File: config.mk
export PLATFORM = sky130hd
export DESIGN_NAME = mc_ctrl
export DESIGN_NICKNAME = d
export VERILOG_FILES = /design/src/rtl/mc_ctrl.sv
export SDC_FILE = /design/constraint.sdc
export NUM_CORES = 1
export LEC_CHECK = 0
export BUFFER_PORTS_ARGS = -buffer_cell sky130_fd_sc_hd__buf_2
export CAP_MARGIN = 40
export CORE_UTILIZATION = 35
export DETAILED_ROUTE_END_ITERATION = 8
export GPL_TIMING_DRIVEN = 0
export PLACE_DENSITY = 0.7
export SETUP_SLACK_MARGIN = 0.4
export SLEW_MARGIN = 20
export SYNTH_ARGS = -nofsm -noshare
export SYNTH_HDL_FRONTEND = slang
export SYNTH_SLANG_ARGS = --single-unit
export TNS_END_PERCENT = 100
File: constraint.sdc
create_clock -name clk -period 2.2 [get_ports clk]
set_clock_uncertainty 0.05 [all_clocks]
set_input_delay 0.44 -clock clk [delete_from_list [all_inputs] [get_ports clk]]
set_output_delay 0.44 -clock clk [all_outputs]
set_load 0.05 [all_outputs]
File: src/rtl/mc_ctrl.sv
// Multi-cycle control FSM for the MIPS core: sequences FETCH/DECODE/EXEC/MEM/WB over a
// shared memory port with a req/ready handshake, counts retired instructions, traps on bad opcodes.
module mc_ctrl #(
  parameter int CNT_W = 32
) (
  input  logic             clk,
  input  logic             reset,
  input  logic [5:0]       op,
  input  logic [5:0]       fun,
  input  logic             zero,
  input  logic             mem_ready,
  output logic             mem_req,
  output logic             mem_sel,
  output logic             mem_we,
  output logic             ir_we,
  output logic             mdr_we,
  output logic             pc_we,
  output logic [1:0]       npc_sel,
  output logic             reg_we,
  output logic [1:0]       reg_dst,
  output logic [1:0]       wd_sel,
  output logic             alu_src,
  output logic [2:0]       alu_op,
  output logic [1:0]       ext_op,
  output logic             illegal,
  output logic [2:0]       state_o,
  output logic [CNT_W-1:0] instr_cnt
);

  typedef enum logic [2:0] {
    S_FETCH  = 3'd0,
    S_DECODE = 3'd1,
    S_EXEC   = 3'd2,
    S_MEM    = 3'd3,
    S_WB     = 3'd4,
    S_TRAP   = 3'd7
  } state_e;

  localparam logic [5:0] OP_RTYPE = 6'h00;
  localparam logic [5:0] OP_J     = 6'h02;
  localparam logic [5:0] OP_JAL   = 6'h03;
  localparam logic [5:0] OP_BEQ   = 6'h04;
  localparam logic [5:0] OP_ORI   = 6'h0D;
  localparam logic [5:0] OP_LUI   = 6'h0F;
  localparam logic [5:0] OP_LW    = 6'h23;
  localparam logic [5:0] OP_SW    = 6'h2B;

  localparam logic [5:0] FN_SLL   = 6'h00;
  localparam logic [5:0] FN_JR    = 6'h08;
  localparam logic [5:0] FN_ADDU  = 6'h21;
  localparam logic [5:0] FN_SUBU  = 6'h23;

  state_e           state_q, state_d;
  logic [CNT_W-1:0] cnt_q;

  logic is_rtype, is_jr, is_legal;

  assign is_rtype = (op == OP_RTYPE);
  assign is_jr    = is_rtype && (fun == FN_JR);

  always_comb begin
    is_legal = 1'b0;
    if (is_rtype) begin
      is_legal = (fun == FN_ADDU) || (fun == FN_SUBU) || (fun == FN_JR) || (fun == FN_SLL);
    end else begin
      case (op)
        OP_J, OP_JAL, OP_BEQ, OP_ORI, OP_LUI, OP_LW, OP_SW: is_legal = 1'b1;
        default:                                            is_legal = 1'b0;
      endcase
    end
  end

  // NOTE: every output and state_d gets a default first, so no path through the case can infer a latch.
  always_comb begin
    state_d = state_q;
    mem_req = 1'b0;
    mem_sel = 1'b0;
    mem_we  = 1'b0;
    ir_we   = 1'b0;
    mdr_we  = 1'b0;
    pc_we   = 1'b0;
    npc_sel = 2'd0;
    reg_we  = 1'b0;
    reg_dst = 2'd0;
    wd_sel  = 2'd0;
    alu_src = 1'b0;
    alu_op  = 3'd0;
    ext_op  = 2'd0;

    case (state_q)
      S_FETCH: begin
        mem_req = 1'b1;
        if (mem_ready) begin
          ir_we   = 1'b1;
          state_d = S_DECODE;
        end
      end

      S_DECODE: begin
        if (!is_legal) begin
          state_d = S_TRAP;
        end else if (op == OP_J || op == OP_JAL) begin
          pc_we   = 1'b1;
          npc_sel = 2'd2;
          state_d = S_FETCH;
          if (op == OP_JAL) begin
            reg_we  = 1'b1;
            reg_dst = 2'd2;
            wd_sel  = 2'd2;
          end
        end else if (is_jr) begin
          pc_we   = 1'b1;
          npc_sel = 2'd3;
          state_d = S_FETCH;
        end else begin
          state_d = S_EXEC;
        end
      end

      S_EXEC: begin
        case (op)
          OP_RTYPE: begin
            alu_op  = (fun == FN_SUBU) ? 3'd1 : 3'd0;
            state_d = S_WB;
          end
          OP_ORI, OP_LUI: begin
            alu_src = 1'b1;
            ext_op  = (op == OP_LUI) ? 2'd2 : 2'd0;
            alu_op  = 3'd2;
            state_d = S_WB;
          end
          OP_LW, OP_SW: begin
            alu_src = 1'b1;
            ext_op  = 2'd1;
            state_d = S_MEM;
          end
          default: begin
            // Only beq can reach here; the branch resolves from the subtract's zero flag.
            alu_op  = 3'd1;
            ext_op  = 2'd1;
            pc_we   = 1'b1;
            npc_sel = zero ? 2'd1 : 2'd0;
            state_d = S_FETCH;
          end
        endcase
      end

      S_MEM: begin
        mem_req = 1'b1;
        mem_sel = 1'b1;
        mem_we  = (op == OP_SW);
        if (mem_ready) begin
          if (op == OP_SW) begin
            pc_we   = 1'b1;
            state_d = S_FETCH;
          end else begin
            mdr_we  = 1'b1;
            state_d = S_WB;
          end
        end
      end

      S_WB: begin
        reg_we  = 1'b1;
        reg_dst = is_rtype ? 2'd1 : 2'd0;
        wd_sel  = (op == OP_LW) ? 2'd1 : 2'd0;
        pc_we   = 1'b1;
        state_d = S_FETCH;
      end

      S_TRAP: state_d = S_TRAP;

      default: state_d = S_FETCH;
    endcase

    // Reset must silence the request and enables combinationally, even mid-access.
    if (!reset) begin
      mem_req = 1'b0;
      mem_we  = 1'b0;
      ir_we   = 1'b0;
      mdr_we  = 1'b0;
      pc_we   = 1'b0;
      reg_we  = 1'b0;
    end
  end

  // NOTE: sequential state uses non-blocking assignments so all registers update from pre-edge values.
  always_ff @(posedge clk or negedge reset) begin
    if (!reset) begin
      state_q <= S_FETCH;
      cnt_q   <= '0;
    end else begin
      state_q <= state_d;
      if (pc_we) cnt_q <= cnt_q + CNT_W'(1);
    end
  end

  assign illegal   = (state_q == S_TRAP);
  assign state_o   = state_q;
  assign instr_cnt = cnt_q;

endmodule

==> results.toml, run 1 <==
[yosys]
syn_avg_cell_area_sq_um = 9.78
synth_top_area_share_pct = 42.0
synthArstFlopShare_pct = 100
synth_compound_area_share_pct = 8.95
synthDistinctLibCells = 53
synth-seq-cells = 35
yosysMostFrequentCell = "dfrtp_1"
synth_common_cells = "dfrtp_1, xnor2_1, nand2_1, nor3_1, nor2_1"
synthTopCellsByArea = "dfrtp_1, xnor2_1, xor2_1, nand4_1, nor3_1"
yosys.area.top_type = "dfrtp_1"
yosysWarnings = 0
muxShareOfSynthArea_pct = 0.721
synth_nets = 230
synthSimpleGateAreaFrac_pct = 28.9
synth_cells = 213
synth_edf_count = 0
synthXorXnorAreaFrac_pct = 13.8
synth_top_family_by_area = "simple AND/OR/NAND/NOR gates"
seq_area_frac_synth_pct = 42.0
synth_area_sq_um = 2080
synth-adder-area-share_pct = 0.601
synthFlopType = "dfrtp_1"

[clock_network]
numCtsBuffers = 5
clock_latency_ps = 290
cts_buffer_depth = 2
cts-root-buf = "clkbuf_8"
clk_pin_slew_worst_paths_ps = 70
cts_tree = "built"
h-tree-depth = 2
numClockSinks = 35

[drt]
ant_nets = 0
firstDrtPassIters = 4
wl_met3_um = 278
num_vias = 2041
drc_errors = 0
vias_per_cell = 5.12
topRoutingLayerUsed = "met4"
met2_length_um = 3160
detail_route.wl_per_cell_um = 15.0
drtIter0Drc = 134
wl_met1_um = 2420
totalWireLength_um = 5980

[grt]
antenna_found_initial = 0
grt_usage_pct = 18.8
grt_max_degree = 28
gr-total-overflow = 0
grt_first_pass_wirelength_um = 9200
grt_pass1_vias = 1941

[sta]
tightest_slew_ps = 569
rsz0062_at_grt = "true"
slew_headroom_pct = 62.0
max_freq_mhz = 388
slew_viol_final = 0
fin_hold_ws_ps = 178
min_period_ps = 2580
setup_viol = 37
finalHoldViolCount = 0
timing.final.ws_setup_ps = -375
finalCritPeriodShare_pct = 117

[die]
die_h_um = 79.2
ios = 71
fp-row-count = 27
coreArea_sq_um = 5610
die_w_um = 79.2
dieArea_sq_um = 6260
start_util_pct = 37.1

[job]
cap_violations = 0

[pwr]
p_leak_nw = 1.78
irDropWorstVdd_v = 0.000428
power_density_nw_per_um2 = 895

[place]
numPortBuffers = 67
dp.cells = 353
hpwl_um = 3590
place_congestion = 0.811

[critical_path]
crit_type = "reg -> out"
worstPathMaxFanout = 3
endpoint_kind = "primary output"
crit_path_top_delay_cell = "dfrtp_2"
cp.required_ps = 1710
worstPathArrival_ps = 2090
cp_num_buf_inv = 4
path_cells = "buf_6, nor2b_4, nand2b_4, or3b_4, buf_6, and3_4, buf_8, nor2b_4, buf_6"
cpLargestDelayFamily = "simple AND/OR/NAND/NOR gates"
start_kind = "register"
slowest_delay_ps = 420
r2r_slack_ps = -300
crit_top_cell = "buf_6"

[run_status]
status = "finished, violations left"
violations = "setup timing"

[final_layout]
fin_cells = 399
num_antenna_cells = 0
drive_above_1_share_pct = 57.2
synthToLayoutAreaGrowth_pct = 72.7
nNetsFinal = 343

[hold_path]
hold_path.class = "in -> async"
cell usage in the layout (no fill, tap or decap), drive strengths merged, types with 3 or more instances in the layout:
cell type  netlist  final
xnor2           20     20
clkbuf           2      9
nand4           12     12
buf              9    114
nand3           12     12
nor2b            3      3
dfrtp           35     35
nor3            15     15
xor2            11     11
nor2            13     13
nand2b           4      4
and3             8      8
nand2           16     16
and2             4      4
o21ai            6      6
inv              6      6
a21oi            4      4
repair_timing:
item	in CTS	in global routing
endpoints found under the setup margin	51	51
hold endpoints to repair	8	0
resized for setup	82	43
hold buffers	1	0
pin swaps	17	32
setup buffers	24	13
final cells by class:
type                            instances  area [sq um]
Fill cell                             444          2010
Multi-Input combinational cell        161          1480
Sequential cell                        35           885
Timing Repair Buffer                  106           880
Buffer                                 11           133
Tap cell                               72          90.1
Clock buffer                            7          76.3
Clock inverter                          1          30.0
Inverter                                6          22.5
per-layer routing:
layer  up-vias  track usage (%)
met5         -                0
met4         0             7.09
met3        10             3.79
met2        66             31.9
met1       981             23.5
li1        984                -
report_power, final:
part           internal [W]  switching [W]  total (W)
Clock              0.000339       0.000219   0.000558
Combinational      0.000819        0.00105    0.00187
Sequential         0.000714      0.0000795   0.000793
through the flow:
step	TNS, ps	area, sq um	power (W)	worst slack (ps)	util, %
6_report	-6550	3600	0.00322	-375	64.1
5_1_grt	-9200	3600	0.00336	-416	64.1
3_5_place_dp	-8060	2660	0.00194	-544	47.5
4_1_cts	-5230	3280	0.00292	-340	58.5
2_1_floorplan	-2860	2220	0.00170	-356	-
3_3_place_gp	-10630	2640	0.00193	-556	47.1
final timing paths:
path / start / to / cells past startpoint
max: state_o[0] / pc_we / 9
max reg2reg: state_o[0] / instr_cnt[14] / 11
min in group clk: instr_cnt[31] / instr_cnt[31] / 1
max in group asynchronous: reset / state_o[0] / 2
min: reset / instr_cnt[5] / 2
min reg2reg: instr_cnt[31] / instr_cnt[31] / 1
registers in the layout, indices dropped and copies added, names as in the netlist:
register	flops
state_o	3
instr_cnt	32
kinds of logic after synthesis:
| logic type | after synthesis |
|---|---|
| xor+xnor | 31 |
| compound gates | 24 |
| fa+ha+maj | 1 |
| mux | 1 |
| other cells | 1 |
| flops | 35 |
| simple gates | 103 |
| buf+inv | 17 |
(Power assumes the default switching activity.)
==> run 2: changes to the inputs <==
--- a/config.mk
+++ b/config.mk
@@ -12,8 +12,7 @@
 export GPL_TIMING_DRIVEN = 0
 export PLACE_DENSITY = 0.7
 export SETUP_SLACK_MARGIN = 0.4
-export SLEW_MARGIN = 20
 export SYNTH_ARGS = -nofsm -noshare
 export SYNTH_HDL_FRONTEND = slang
 export SYNTH_SLANG_ARGS = --single-unit
-export TNS_END_PERCENT = 100
+export TNS_END_PERCENT = 10
==> results.toml, run 2 (synthesis gave the netlist of run 1 again) <==
[place]
dp.cells = 353
placed_area_sq_um = 2630
numPortBuffers = 67
place_congestion = 0.805
pre_cts_slack_ps = -517
hpwl_um = 3650

[final_layout]
fill_cells = 522
register_area_sq_um = 880
postLayoutCellArea_sq_um = 3140
synthToLayoutAreaGrowth_pct = 50.6
layout_common_cells = "buf_2, dfrtp_1, buf_6"
num_antenna_cells = 0
final_core_util_pct = 56.0
largest_reg_flops = 32
drive_above_1_share_pct = 50.2
final_common_cell = "buf_2"
fin_cells = 375
nNetsFinal = 319
multi_input_area_sq_um = 1310

[clock_network]
h-tree-depth = 2
numCtsBuffers = 5
clk_pin_slew_worst_paths_ps = 70
numClockSinks = 35
cts_buffer_depth = 2
cts_tree = "built"
clock_latency_ps = 280
cts-root-buf = "clkbuf_8"

[grt]
grt_max_degree = 31
antenna_found_initial = 0
grt_usage_pct = 17.7
gr-total-overflow = 0
grt_first_pass_wirelength_um = 8560
grt_pass1_vias = 1791

[die]
start_util_pct = 37.1
fp-row-count = 27
die_h_um = 79.2
coreArea_sq_um = 5610
ios = 71
die_w_um = 79.2
dieArea_sq_um = 6260

[critical_path]
cp_num_buf_inv = 4
rr_worst_depth = 10
slowest_delay_ps = 420
cp-endpoint = "pc_we"
path_cells = "buf_6, nor2b_4, nand2b_4, or3b_4, buf_6, and3_4, buf_8, nor2b_4, buf_6"
r2r_slack_ps = -210
r2r_start = "state_o[0]"
r2r_end = "instr_cnt[4]"
cpLargestDelayFamily = "simple AND/OR/NAND/NOR gates"
critPathLaunch = "state_o[0]"
critical_path_depth = 9
crit_top_cell = "buf_6"
crit_path_top_delay_cell = "dfrtp_2"
worstPathMaxFanout = 2
crit_type = "reg -> out"
start_kind = "register"
cp.required_ps = 1710
endpoint_kind = "primary output"
worstPathArrival_ps = 2080

[pwr]
irDropWorstVdd_v = 0.000652
p_leak_nw = 1.49
power_density_nw_per_um2 = 910

[sta]
timing.final.ws_setup_ps = -372
rsz0062_at_grt = "true"
min_period_ps = 2570
slew_viol_final = 0
slew_headroom_pct = 65.8
setup_viol = 28
finalHoldViolCount = 0
finalCritPeriodShare_pct = 117
tightest_slew_ps = 513
max_freq_mhz = 389

[run_status]
status = "finished, violations left"
violations = "setup timing"

[drt]
vias_per_cell = 5.16
detail_route.wl_per_cell_um = 14.2
firstDrtPassIters = 4
totalWireLength_um = 5340
drtIter0Drc = 79
drc_errors = 0
num_vias = 1934
ant_nets = 0

[hold_path]
hold_path.class = "in -> async"

[job]
cap_violations = 0
[run 2: changes by cell type in the layout (fill, tap and decap cells not counted), moves of 4 or more]
| cell | previous run | this run |
|---|---|---|
| nor3_2 | 2 | 12 |
| buf_6 | 30 | 23 |
| dfrtp_2 | 7 | 3 |
| nor3_4 | 12 | 2 |
| buf_8 | 11 | 3 |
| buf_4 | 22 | 13 |
| dfrtp_1 | 28 | 32 |
[run 2: through the flow]
step / power (W) / hold WS [ps] / TNS, ps
CTS: 0.00279 / 124 / -2630
floorplan: 0.00167 / 94.4 / -4450
global placement: 0.00190 / 401 / -10500
finish: 0.00286 / 134 / -2870
global route: 0.00300 / 140 / -6080
detailed placement: 0.00192 / 296 / -6920
[run 2: routing by layer]
| metal | part of all wire, % | routed length (um) | vias to the layer above | track usage [%] |
|---|---|---|---|---|
| li1 | - | - | 939 | - |
| met1 | 44 | 2370 | 932 | 22.1 |
| met3 | 4.1 | 221 | 8 | 3.68 |
| met2 | 50 | 2660 | 55 | 29.5 |
| met4 | 1.7 | 90 | 0 | 7.64 |
| met5 | 0 | 0 | - | 0 |
[run 2: how the worst min path moves through the flow]
| stage | from | end | slack (ps) |
|---|---|---|---|
| floorplan | reset | instr_cnt[0] | 90 |
| global placement | instr_cnt[31] | instr_cnt[31] | 400 |
| detailed placement | reset | instr_cnt[9] | 300 |
| CTS | reset | instr_cnt[13] | 120 |
| global route | reset | instr_cnt[5] | 140 |
| finish | reset | instr_cnt[11] | 130 |
[run 2: what timing repair did]
| action | 4_1_cts | 5_1_grt |
|---|---|---|
| pin swaps | 7 | 9 |
| resized for setup | 54 | 24 |
| buffers inserted | 10 | 3 |
| setup endpoints to repair | 51 | 51 |
| hold buffers | 1 | 0 |
| endpoints found under the hold margin | 9 | 0 |
[run 2: worst reg2reg max path: stages (launching register included)]
cell	delay, ps
dfrtp_2	420
buf_6	130
nor2b_4	130
nand2b_4	60
or3b_4	380
buf_6	130
and3_4	150
buf_8	120
buf_4	180
or3b_4	420
xnor2_2	140
[run 2: final cells by class]
cell class	instances	share of cell area (%)
clock buffer	5	2.19
sequential	35	28.0
tap	72	2.87
multi-input combinational	161	41.7
buffer	11	3.47
inverter	6	0.957
timing repair buffer	82	19.4
clock inverter	3	1.40
[run 2: where the power goes]
| part | internal (W) | switching (W) |
|---|---|---|
| Clock | 0.000337 | 0.000243 |
| Combinational | 0.000597 | 0.000891 |
| Sequential | 0.000713 | 0.0000762 |
| Total | 0.00165 | 0.00121 |
